**src/rtl/alu_addsub_mc.sv**
```systemverilog
// Multi-cycle adder/subtractor: adds one SLICE-bit slice per clock, LSB first,
// behind a valid/ready handshake on both the operand and the result side.
module alu_addsub_mc #(
  parameter int WIDTH = 32,
  parameter int SLICE = 8
) (
  input  logic             clk,
  input  logic             rst,
  input  logic             in_valid,
  output logic             in_ready,
  input  logic [WIDTH-1:0] rs1,
  input  logic [WIDTH-1:0] rs2,
  input  logic             sub,
  output logic             out_valid,
  input  logic             out_ready,
  output logic [WIDTH-1:0] rd,
  output logic             carry,
  output logic             overflow,
  output logic             zero
);

  // WIDTH must be a whole multiple of SLICE.
  localparam int N  = WIDTH / SLICE;
  localparam int CW = (N > 1) ? $clog2(N) : 1;

  typedef enum logic [1:0] {IDLE, CALC, DONE} state_t;

  state_t           state_q, state_d;
  logic [WIDTH-1:0] a_q, b_q, rd_q, rd_d;
  logic [CW-1:0]    cnt_q;
  logic             carry_q, overflow_q, zero_q;

  logic [SLICE-1:0] a_slice, b_slice;
  logic [SLICE:0]   slice_sum;
  logic             last_slice;
  logic             msb_carry_in;
  int               slice_lo;

  // Slice datapath: the stored carry doubles as carry-in, so on accept it
  // holds sub and completes the two's-complement negation of rs2.
  always_comb begin
    // NOTE: every always_comb target gets a default first so no path can infer a latch.
    slice_lo     = int'(cnt_q) * SLICE;
    a_slice      = a_q[slice_lo +: SLICE];
    b_slice      = b_q[slice_lo +: SLICE];
    slice_sum    = {1'b0, a_slice} + {1'b0, b_slice} + {{SLICE{1'b0}}, carry_q};
    last_slice   = (cnt_q == CW'(N - 1));
    rd_d         = rd_q;
    rd_d[slice_lo +: SLICE] = slice_sum[SLICE-1:0];
    msb_carry_in = a_q[WIDTH-1] ^ b_q[WIDTH-1] ^ slice_sum[SLICE-1];
  end

  always_comb begin
    state_d = state_q;
    unique case (state_q)
      IDLE: if (in_valid)   state_d = CALC;
      CALC: if (last_slice) state_d = DONE;
      DONE: if (out_ready)  state_d = IDLE;
      default:              state_d = IDLE;
    endcase
  end

  // NOTE: sequential state uses non-blocking assignments so every register samples pre-edge values.
  always_ff @(posedge clk) begin
    if (rst) begin
      // NOTE: these are plain registers, so clearing them on reset is cheap and keeps outputs defined.
      state_q    <= IDLE;
      a_q        <= '0;
      b_q        <= '0;
      rd_q       <= '0;
      cnt_q      <= '0;
      carry_q    <= 1'b0;
      overflow_q <= 1'b0;
      zero_q     <= 1'b0;
    end else begin
      state_q <= state_d;
      unique case (state_q)
        IDLE: begin
          if (in_valid) begin
            a_q     <= rs1;
            b_q     <= rs2 ^ {WIDTH{sub}};
            carry_q <= sub;
            cnt_q   <= '0;
          end
        end
        CALC: begin
          rd_q    <= rd_d;
          carry_q <= slice_sum[SLICE];
          cnt_q   <= cnt_q + CW'(1);
          if (last_slice) begin
            overflow_q <= msb_carry_in ^ slice_sum[SLICE];
            zero_q     <= (rd_d == '0);
          end
        end
        default: ;
      endcase
    end
  end

  assign in_ready  = (state_q == IDLE);
  assign out_valid = (state_q == DONE);
  assign rd        = rd_q;
  assign carry     = carry_q;
  assign overflow  = overflow_q;
  assign zero      = zero_q;

endmodule

```
**config.mk**
```make
export PLATFORM = sky130hd
export DESIGN_NAME = alu_addsub_mc
export DESIGN_NICKNAME = d
export VERILOG_FILES = /design/src/rtl/alu_addsub_mc.sv
export SDC_FILE = /design/constraint.sdc
export NUM_CORES = 1
export LEC_CHECK = 0
export BUFFER_PORTS_ARGS = -buffer_cell sky130_fd_sc_hd__clkbuf_2
export CAP_MARGIN = 20
export CORE_MARGIN = 2
export CORE_UTILIZATION = 55
export CTS_CLUSTER_DIAMETER = 60
export DETAILED_ROUTE_END_ITERATION = 6
export PLACE_DENSITY_LB_ADDON = 0.15
export SLEW_MARGIN = 20
export SYNTH_ARGS = -nofsm -noshare
export SYNTH_HDL_FRONTEND = slang
export SYNTH_SLANG_ARGS = --single-unit
```
**constraint.sdc**
```tcl
create_clock -name clk -period 4.05 [get_ports clk]
set_input_delay 0.2025 -clock clk [delete_from_list [all_inputs] [get_ports clk]]
set_output_delay 0.2025 -clock clk [all_outputs]
set_load 0.005 [all_outputs]
```
# After elaboration in Yosys (flattened, before gate mapping)
# Cells that the tools add are included.
# totals
regBits,103
latchBits,0
ramBits,0
romBits,0
inputBits,69
mem_count,0
# op_classes
addsub,4
n_mul,0
div,0
magnitude_cmp,0
eq_ne,6
shift,4
muxes,9
n_bitwise,4
reduce_logical,7
# op_table
cell,n
$shiftx A32 B6 Y8,2
$neg A5 Y33,1
$shift A8 B33 Y32 const A,1
$shiftx A8 B33 Y32,1
$bwmux W32,1
$logic_not A32 Y1,1
$xor A32 B32 Y32,1
$add A8 B8 Y9,1
$add A9 B1 Y9,1
$mux W2,4
$pmux W2 S3,1
$reduce_and A2 Y1,3
$eq A2 B2 Y1 const B,2
$ne A2 B2 Y1 const B,2
$pmux W2 S2,1
$reduce_and A3 Y1,1
$xor A1 B1 Y1,3
$add A2 B1 Y2 const B,1
$eq A2 B1 Y1 const B,1
$logic_not A2 Y1,1
$ne A2 B1 Y1 const B,1
$pmux W1 S2,1
$reduce_bool A2 Y1,1
$mux W1,1

# Depth between registers and ports, before layout
# Gate-level depths: netlist of the first run.
# depth
word_depth,6
mapped_depth,12
depth_no_buf,10

# Least setup slack after synthesis of the first run
# No wires, ideal clock.
# synth_timing
path_kind,register to register
startpoint,register cnt_q[0]
endpoint,register zero_q (netlist: zero)
setup_time_ns,0.084
t_arrival_ns,3.674
required_ns,3.966
path_slack_ns,0.292
stages_incl_launch_ff,13
cell_sequence,dfxtp_1 -> clkbuf_1 -> buf_1 -> mux4_2 -> fa_1 -> inv_1 -> fa_1 -> nand2b_1 -> a21oi_1 -> mux2i_1 -> or4_1 -> or4b_1 -> o31ai_2
# synth_via
elab_chain_cells,6
elab_cells_between_ends,11
cone_classes,add/sub (3); eq/ne (1); shift (4); mux (1); reduce/logical (2)
# synth_lines
element,line,text
"start, declared",30,logic [CW-1:0] cnt_q;
"start signal, assigned",89,cnt_q <= cnt_q + CW'(1);
"$shiftx A32 B6 Y8, on equally long branches","44, 45",
$add A8 B8 Y9,46,"slice_sum = {1'b0, a_slice} + {1'b0, b_slice} + {{SLICE{1'b0}}, carry_q};"
$add A9 B1 Y9,46,
$shiftx A8 B33 Y32,49,rd_d[slice_lo +: SLICE] = slice_sum[SLICE-1:0];
$bwmux W32,49,
$logic_not A32 Y1,92,zero_q <= (rd_d == '0);
"end signal, assigned",92,
"end, declared",31,"logic carry_q, overflow_q, zero_q;"
# Parallel ways exist; a longest one is shown, timed or not.
# A chain may end at the register's enable or synchronous reset.

# Worst setup path after layout of the first run
# Same ends and word-level chain as after synthesis.

==> metrics.csv, run 1 <==
stage;metric;value;unit
status;status;completed;
yosys;top cells by area, synth;dfxtp_1 42%, mux4_2 7.3%, nor2_1 6.5%;
yosys;Mapped Cells;549;
route;Vias/cell;5.65;
critical_path;slowest CP cell;mux4_2;
yosys;Synth Register Bits;103;
die;row cnt;34;
yosys;syn avg cell area;8.98;um^2
route;Detail Route Antenna Nets;0;
yosys;post-synthesis async set-or-reset flop share;0;
cells_and_area;ant diodes;0;
placed_design;PortBufs;105;
yosys;Synth Area in XOR/XNOR;0.0721;
clock_tree;Clk pin slew, worst setup/hold paths;0.10;ns
sta;Max Slew Vio Count;0;
power_and_ir_drop;peak supply drop;0.239;mV
critical_path;CP Cell Sequence;buf_12, mux4_2, fa_1, inv_1, fa_1, nand2b_1, a21oi_1, mux2i_1, or4_1, or4b_1, o31ai_2;
power_and_ir_drop;Pwr Density;389;mW/mm^2
yosys;Synth top area share;0.418;
route;DR vias;4233;
clock_tree;worst-skew pair later-pin latency;0.37;ns
sta;setup violators final;0;
critical_path;Crit path required time;4.35;ns
sta;fmax;294;MHz
global_routing;vias in the first global route;3943;
global_routing;Tot GR Track Use;0.248;
hold_path;Worst Hold Class;input port to register;
clock_tree;Num CTS Buffers;9;
critical_path;CP max stage delay;0.54;ns
placed_design;Placed Area;0.00551;mm^2
global_routing;largest net degree at the start of global routing;103;
placed_design;placed wire-length estimate;8.52;mm
cells_and_area;layout filler cell count;760;
die;IO Pins;106;
global_routing;first-pass GRT wire length;19.3;mm
sta;setup TNS;0;ns
clock_tree;Clock Sinks;103;
die;die width;98.7;um
yosys;area of the mapped netlist;0.00493;mm^2
sta;Final Hold Fails;0;
cells_and_area;synthesis-to-layout area growth;16.0;%
yosys;Synth area leader;dfxtp_1;
yosys;EDFF count, synth;0;
route;DRC errors left;0;
cells_and_area;footprint of the multi-input gates;0.00270;mm^2
clock_tree;CTS tree;done;
power_and_ir_drop;Leak;2.30;nW
clock_tree;post-CTS sizing;0;
yosys;count of different cell masters after synthesis;48;
die;die area;0.00973;mm^2
cells_and_area;nets@finish;720;
clock_tree;Root Buffer;clkbuf_8;
route;initial DRC count;263;
sta;Relative slew margins;0.322;
yosys;Synth Area in Simple Gates;0.176;
sta;minimum clock period;3.40;ns
route;routed len/inst;16.0;um
sta;RSZ-0062 raised after global routing;false;
clock_tree;clock tree buffer depth;2;
yosys;Syn Nets;633;
yosys;sequential area share after synthesis;0.418;
yosys;area share of fa/ha/maj cells after synthesis;0.0411;
die;DIE HEIGHT;98.7;um
die;Initial Utilization;0.565;
cells_and_area;proportion of layout cells with a drive suffix above 1;0.232;
clock_tree;postcts setup bufs;0;
critical_path;CP startpoint kind;register;
critical_path;Crit. End Element;register;
sta;Final period util;0.840;
critical_path;most used cell, CP;fa_1;
critical_path;CP delay by family, top;simple AND/OR/NAND/NOR gates;
critical_path;WS Path Type;register to register;
sta;Worst-Margin Slew;1.02;ns
run;number of max-cap violations;0;
die;CORE AREA;0.00872;mm^2
critical_path;crit path max fanout;28;
yosys;Primary FF master, synth;dfxtp_1;
clock_tree;number of hold buffers added after cts;0;
critical_path;Buf/Inv on CP;2;
cells_and_area;flip-flop and latch area;0.00206;mm^2
global_routing;Overflow after GRT;0;
clock_tree;H-tree levels;3;
placed_design;final estimated routing congestion in global placement;0.869;
critical_path;Worst Path Arrival;3.70;ns
global_routing;antenna violations before repair;0;
yosys;Syn. warnings;0;
route;WL final;12.0;mm
yosys;compound-gate portion of the synthesized area;0.178;
yosys;multiplexer share of the synthesized area;0.0792;
route;TritonRoute pass-1 iters;4;
cells_and_area;final instance area;0.00572;mm^2
yosys;largest family of logic cells by synthesized area;compound AO/OA/AOI/OAI gates;
sta;Worst Skew;0.0139;ns
stage by stage:
stage	hold WS (ns)	total power [mW]	worst slack, ns	std cells	utilization
2_1_floorplan	0.338	1.42	0.292	549	-
3_3_place_gp	0.425	1.56	0.727	733	0.632
3_5_place_dp	0.430	1.57	0.661	733	0.632
4_1_cts	0.0298	2.23	0.631	749	0.655
5_1_grt	0.0355	2.32	0.399	749	0.656
6_report	0.0367	2.22	0.649	749	0.656
cell usage in the layout (no fill, tap or decap), types with 3 or more instances in the layout:
cell type	count
nor2b_1	3
ha_1	13
dfxtp_1	103
a211oi_1	33
clkbuf_2	104
a22oi_1	33
xnor2_1	35
nand2b_1	7
inv_1	8
xor2_1	3
clkbuf_8	10
nor4_1	6
nand3b_1	4
nor2_1	85
buf_4	6
mux4_2	16
a21oi_1	44
inv_6	3
o21ai_0	4
nand3_1	6
nor3_1	3
nand2_1	71
mux2i_1	3
cells in the mapped netlist, drive strengths merged, types with 2 or more instances:
master and number:
nor3 3, xor2 3, nor2 85, ha 13, nand2 73, o21a 2
clkbuf 27, mux4 16, o211ai 2, inv 8, nor4bb 2, nand3 6
or3 2, o21ai 5, dfxtp 103, a22oi 33, nand2b 7, a211oi 33
buf 9, a31oi 2, o221ai 2, mux2i 3, nor4 6, a21oi 44
nor2b 4, xnor2 35, nand3b 4, fa 2
registers in the layout, indices dropped and copies added, names as in the netlist:
signal	flops
a_q	32
b_q	32
carry	1
cnt_q	2
overflow	1
rd	32
state_q	2
zero	1
where the power goes:
| part | internal [mW] | total (mW) | switching (mW) |
|---|---|---|---|
| logic | 0.186 | 0.442 | 0.256 |
| registers | 1.07 | 1.11 | 0.0362 |
| clock network | 0.308 | 0.675 | 0.368 |
| total | 1.56 | 2.22 | 0.660 |
cell families (layout without fill, tap and decap cells):
logic type                 Yosys count  count (layout)
DFF                                103             103
muxes                               19              19
and+or+nand+nor                    198             198
buffers and inverters               44             136
xor gates and xnor gates            39              39
AOI/OAI and AO/OA                  131             131
adders and majority gates           15              15
worst min-delay path, stage by stage:
cell and delay (ns):
clkbuf_2 0.08, nand2_1 0.04, a21oi_1 0.05
final timing paths:
| check | slack (ns) | start | cells past startpoint | end |
|---|---|---|---|---|
| max | 0.65 | cnt_q[0]$_SDFFE_PP0P_ | 11 | zero$_SDFFE_PP0P_ |
| min | 0.04 | rs1[3] | 3 | a_q[3]$_SDFFE_PP0P_ |
| max reg2reg | 0.65 | cnt_q[0]$_SDFFE_PP0P_ | 11 | zero$_SDFFE_PP0P_ |
| min reg2reg | 0.46 | a_q[1]$_SDFFE_PP0P_ | 2 | a_q[1]$_SDFFE_PP0P_ |
area by class of cell:
cell class,instances,share of cell area
multi-input cells,402,0.472
flip-flops and latches,103,0.361
repair buffers,112,0.103
clock buffers,10,0.0241
well taps,108,0.0236
clock inverters,6,0.0116
inverters,8,0.00525
per-layer routing:
layer	GRT usage	vias up	routed length (um)
met4	0.0811	0	246
met1	0.351	1948	5490
met2	0.389	152	5540
li1	-	2116	-
met5	0	-	0
met3	0.0418	17	672
Power figures use the tool's default switching activity.
==> inputs of run 2 (changes only) <==
==> constraint.sdc (replaced) <==
create_clock -name clk -period 3.5 [get_ports clk]
set_input_delay 0.175 -clock clk [delete_from_list [all_inputs] [get_ports clk]]
set_output_delay 0.175 -clock clk [all_outputs]
set_load 0.005 [all_outputs]
==> run 2 against run 1 <==
Non-clock buffer count increased by 5. Core utilization grew 0.60 points. Clock skew down 0.0050 ns. Final cell count grew 0.67%. Worst setup slack got worse by 0.41 ns. Sequential share of layout area fell by 0.31 points. Critical endpoint unchanged.
==> metrics.csv, run 2 (synthesis results as in run 1) <==
stage;metric;value;unit
clock_tree;Clk pin slew, worst setup/hold paths;0.10;ns
route;WL final;11.8;mm
global_routing;Tot GR Track Use;0.247;
clock_tree;Num CTS Buffers;9;
global_routing;met3 usage;0.0525;
route;DR vias;4244;
die;CORE AREA;0.00872;mm^2
route;routed len/inst;15.7;um
sta;setup violators final;0;
route;Detail Route Antenna Nets;0;
cells_and_area;synthesis-to-layout area growth;17.1;%
clock_tree;CTS tree;done;
clock_tree;Clock Sinks;103;
sta;minimum clock period;3.26;ns
sta;RSZ-0062 raised after global routing;false;
route;TritonRoute pass-1 iters;5;
sta;setup TNS;0;ns
placed_design;final estimated routing congestion in global placement;0.912;
sta;Worst Skew;0.00890;ns
global_routing;first-pass GRT wire length;19.1;mm
critical_path;Worst Path Arrival;3.56;ns
cells_and_area;ant diodes;0;
critical_path;CP startpoint kind;register;
power_and_ir_drop;peak supply drop;0.275;mV
clock_tree;Root Buffer;clkbuf_8;
clock_tree;number of hold buffers added after cts;0;
sta;Final period util;0.932;
power_and_ir_drop;overall power;2.62;mW
cells_and_area;nets@finish;725;
critical_path;Crit. End Element;register;
cells_and_area;layout filler cell count;739;
die;row cnt;34;
clock_tree;post-CTS sizing;0;
critical_path;crit path max fanout;8;
placed_design;PortBufs;105;
sta;Worst-Margin Slew;0.998;ns
cells_and_area;commonest non-fill, non-tap cell in the layout;clkbuf_2;
global_routing;grt met2 use;0.382;
power_and_ir_drop;Pwr Density;454;mW/mm^2
run;number of max-cap violations;0;
critical_path;CP delay by family, top;simple AND/OR/NAND/NOR gates;
critical_path;Buf/Inv on CP;1;
power_and_ir_drop;Leak;2.32;nW
die;die area;0.00973;mm^2
route;Vias/cell;5.63;
critical_path;WS Path Type;register to register;
global_routing;largest net degree at the start of global routing;103;
placed_design;placed wire-length estimate;8.62;mm
critical_path;CP max stage delay;0.52;ns
global_routing;vias in the first global route;3917;
die;die width;98.7;um
clock_tree;H-tree levels;3;
route;initial DRC count;185;
cells_and_area;most frequent cells in the layout;104 x clkbuf_2, 102 x dfxtp_1, 85 x nor2_1;
route;DRC errors left;0;
cells_and_area;flip-flop and latch area;0.00206;mm^2
global_routing;Overflow after GRT;0;
placed_design;Placed Area;0.00555;mm^2
die;IO Pins;106;
die;DIE HEIGHT;98.7;um
clock_tree;worst-skew pair later-pin latency;0.37;ns
sta;Final Hold Fails;0;
die;Initial Utilization;0.565;
status;status;completed;
global_routing;GR Util met1;0.332;
critical_path;Crit path required time;3.80;ns
global_routing;antenna violations before repair;0;
hold_path;Worst Hold Class;input port to register;
clock_tree;clock tree buffer depth;2;
critical_path;CP Cell Sequence;buf_4, mux4_2, ha_1, o21ai_0, a2111o_1, or4_1, or4b_1, o31ai_2;
sta;Max Slew Vio Count;0;
cells_and_area;final instance area;0.00577;mm^2
critical_path;slowest CP cell;mux4_2;
sta;Relative slew margins;0.335;
cells_and_area;proportion of layout cells with a drive suffix above 1;0.238;
global_routing;gr busiest metal;met2;
clock_tree;postcts setup bufs;0;
cells_and_area;footprint of the multi-input gates;0.00270;mm^2
sta;fmax;307;MHz
## run 2: report_power, final
part / total, mW / leakage, nW / internal [mW] / switching (mW)
logic: 0.520 / 1.37 / 0.228 / 0.292
registers: 1.28 / 0.844 / 1.24 / 0.0470
clock network: 0.813 / 0.104 / 0.405 / 0.408
total: 2.62 / 2.32 / 1.87 / 0.747
## run 2: final cells by class
| cell class | count | area share |
|---|---|---|
| multi-input combinational | 402 | 0.468 |
| timing repair buffer | 117 | 0.109 |
| inverter | 8 | 0.00520 |
| tap | 108 | 0.0234 |
| sequential | 103 | 0.358 |
| clock buffer | 11 | 0.0228 |
| clock inverter | 5 | 0.0141 |
## run 2: layer usage
layer,wire [um],vias up
met5,0,-
met4,290,0
met3,698,25
met2,5480,144
met1,5360,1951
li1,-,2124
## run 2: through the flow
| stage | setup WS [ns] | std cells | util | hold slack, ns |
|---|---|---|---|---|
| floorplan | 0.00463 | 549 | - | 0.311 |
| global placement | 0.126 | 738 | 0.636 | 0.399 |
| detailed placement | 0.0703 | 738 | 0.636 | 0.403 |
| CTS | 0.0434 | 754 | 0.661 | 0.00149 |
| global route | 0.0416 | 754 | 0.662 | 0.00389 |
| finish | 0.238 | 754 | 0.662 | 0.00794 |
## run 2: path summary, 6_finish.rpt
check	startpoint	endpoint	slack [ns]	cells past startpoint
worst max-delay path	cnt_q[0]$_SDFFE_PP0P_	zero$_SDFFE_PP0P_	0.24	8
worst min register to register	a_q[4]$_SDFFE_PP0P_	a_q[4]$_SDFFE_PP0P_	0.46	2
worst min-delay path	rs1[14]	a_q[14]$_SDFFE_PP0P_	0.008	3
worst max register to register	cnt_q[0]$_SDFFE_PP0P_	zero$_SDFFE_PP0P_	0.24	8
## run 2: worst register-to-register path, stage by stage, from the launching register on
cell	delay (ns)
dfxtp_2	0.46
buf_4	0.21
mux4_2	0.52
ha_1	0.41
o21ai_0	0.12
a2111o_1	0.35
or4_1	0.46
or4b_1	0.50
o31ai_2	0.17
==> inputs of run 3 (changes only) <==
--- a/config.mk
+++ b/config.mk
@@ -11,6 +11,7 @@
 export CORE_UTILIZATION = 55
 export CTS_CLUSTER_DIAMETER = 60
 export DETAILED_ROUTE_END_ITERATION = 6
+export HOLD_SLACK_MARGIN = 0.05
 export PLACE_DENSITY_LB_ADDON = 0.15
 export SLEW_MARGIN = 20
 export SYNTH_ARGS = -nofsm -noshare
==> run 3 against run 2 <==
Clock power is essentially flat. Worst hold slack better by 0.050 ns. First-iteration DRC count rose by 4.9%. Via count is 3.8% higher. Sequential power hardly changed. Sequential share of layout area down 1.8 points. Global-route usage up 1.5 points. Non-clock buffer count up 31. Clock skew increased by 0.0010 ns. Die area is the same. Total power grew 1.2%.
==> metrics.csv, run 3 (synthesis results as in run 1) <==
stage;metric;value;unit
power_and_ir_drop;overall power;2.65;mW
clock_tree;Clock Sinks;103;
critical_path;crit path max fanout;18;
power_and_ir_drop;Pwr Density;436;mW/mm^2
clock_tree;CTS tree;done;
cells_and_area;layout filler cell count;690;
sta;Final Hold Fails;0;
die;DIE HEIGHT;98.7;um
sta;RSZ-0062 raised after global routing;false;
power_and_ir_drop;peak supply drop;0.275;mV
cells_and_area;ant diodes;0;
critical_path;WS Path Type;register to register;
sta;Relative slew margins;0.319;
global_routing;Tot GR Track Use;0.261;
sta;minimum clock period;3.25;ns
die;die area;0.00973;mm^2
die;row cnt;34;
placed_design;placed wire-length estimate;8.62;mm
route;Detail Route Antenna Nets;0;
sta;Final period util;0.929;
global_routing;largest net degree at the start of global routing;103;
die;IO Pins;106;
route;DR vias;4404;
cells_and_area;nets@finish;756;
power_and_ir_drop;Leak;2.45;nW
cells_and_area;most frequent cells in the layout;104 x clkbuf_2, 102 x dfxtp_1, 85 x nor2_1;
global_routing;Overflow after GRT;0;
sta;Max Slew Vio Count;0;
status;status;completed;
placed_design;final estimated routing congestion in global placement;0.912;
run;number of max-cap violations;0;
global_routing;antenna violations before repair;0;
cells_and_area;proportion of layout cells with a drive suffix above 1;0.227;
cells_and_area;fin cells;785;
critical_path;Worst Path Arrival;3.55;ns
route;Vias/cell;5.61;
cells_and_area;final instance area;0.00608;mm^2
clock_tree;clock tree buffer depth;2;
route;TritonRoute pass-1 iters;7;
global_routing;vias in the first global route;4183;
placed_design;placed insts;738;
hold_path;Worst Hold Class;input port to register;
clock_tree;Root Buffer;clkbuf_8;
route;routed len/inst;16.0;um
sta;fmax;308;MHz
sta;setup TNS;0;ns
placed_design;PortBufs;105;
critical_path;Crit. End Element;register;
route;WL final;12.5;mm
die;Initial Utilization;0.565;
cells_and_area;commonest non-fill, non-tap cell in the layout;clkbuf_2;
sta;Worst Skew;0.00990;ns
clock_tree;Clk pin slew, worst setup/hold paths;0.10;ns
die;die width;98.7;um
global_routing;first-pass GRT wire length;20.3;mm
route;initial DRC count;194;
sta;Worst-Margin Slew;1.02;ns
clock_tree;worst-skew pair later-pin latency;0.37;ns
critical_path;Crit path required time;3.80;ns
clock_tree;Num CTS Buffers;9;
cells_and_area;synthesis-to-layout area growth;23.4;%
cells_and_area;Layout Utilization;0.697;
die;CORE AREA;0.00872;mm^2
critical_path;CP startpoint kind;register;
clock_tree;H-tree levels;3;
placed_design;Placed Area;0.00555;mm^2
sta;setup violators final;0;
route;DRC errors left;0;
[run 3: cell types whose count changed in the layout (fill, tap and decap cells not counted), sizes merged]
cell | previous run | this run
dlygate4sd3 | 0 | 31
[run 3: worst paths after layout]
| path | start | endpoint | slack, ns | cells past startpoint |
|---|---|---|---|---|
| setup / recovery | cnt_q[1]$_SDFFE_PP0P_ | zero$_SDFFE_PP0P_ | 0.25 | 11 |
| hold / removal | rs1[0] | a_q[0]$_SDFFE_PP0P_ | 0.06 | 3 |
| setup reg to reg | cnt_q[1]$_SDFFE_PP0P_ | zero$_SDFFE_PP0P_ | 0.25 | 11 |
| hold reg to reg | a_q[4]$_SDFFE_PP0P_ | a_q[4]$_SDFFE_PP0P_ | 0.46 | 2 |
[run 3: where the power goes]
group,switching (mW),total (mW),internal (mW)
combinational,0.299,0.550,0.251
clock,0.410,0.815,0.405
sequential,0.0473,1.28,1.24
total,0.756,2.65,1.89
[run 3: layer usage]
metal / GRT usage / vias up / wire, um
met1: 0.341 / 2042 / 5540
li1: - / 2190 / -
met5: 0 / - / 0
met2: 0.420 / 149 / 6020
met3: 0.0553 / 23 / 732
met4: 0.116 / 0 / 261
[run 3: through the flow]
stage | hold WS (ns) | worst slack (ns)
6_report | 0.0577 | 0.249
2_1_floorplan | 0.311 | 0.00463
4_1_cts | 0.0538 | 0.0434
3_5_place_dp | 0.403 | 0.0703
3_3_place_gp | 0.399 | 0.126
5_1_grt | 0.0664 | 0.0400
[run 3: area by class of cell]
| class | count | area, um^2 | share of cell area |
|---|---|---|---|
| multi-input cells | 402 | 2700 | 0.444 |
| flip-flops and latches | 103 | 2060 | 0.339 |
| repair buffers | 148 | 938 | 0.154 |
| well taps | 108 | 135 | 0.0222 |
| clock buffers | 11 | 131 | 0.0216 |
| clock inverters | 5 | 81.3 | 0.0134 |
| inverters | 8 | 30.0 | 0.00494 |
[run 3: critical path, cell delays in order, from the launching register on]
cell and delay [ns]:
dfxtp_1 0.48, buf_12 0.20, mux4_2 0.33, fa_1 0.45, inv_1 0.09, fa_1 0.20, nand2b_1 0.14, a21oi_1 0.10
mux2i_1 0.13, or4_1 0.39, or4b_1 0.50, o31ai_2 0.17
[run 3: what timing repair did]
action	4_1_cts	5_1_grt
hold buffers	31	0
hold endpoints to repair	31	0
setup endpoints to repair	0	2
setup buffers	0	0
gates resized for setup	0	2
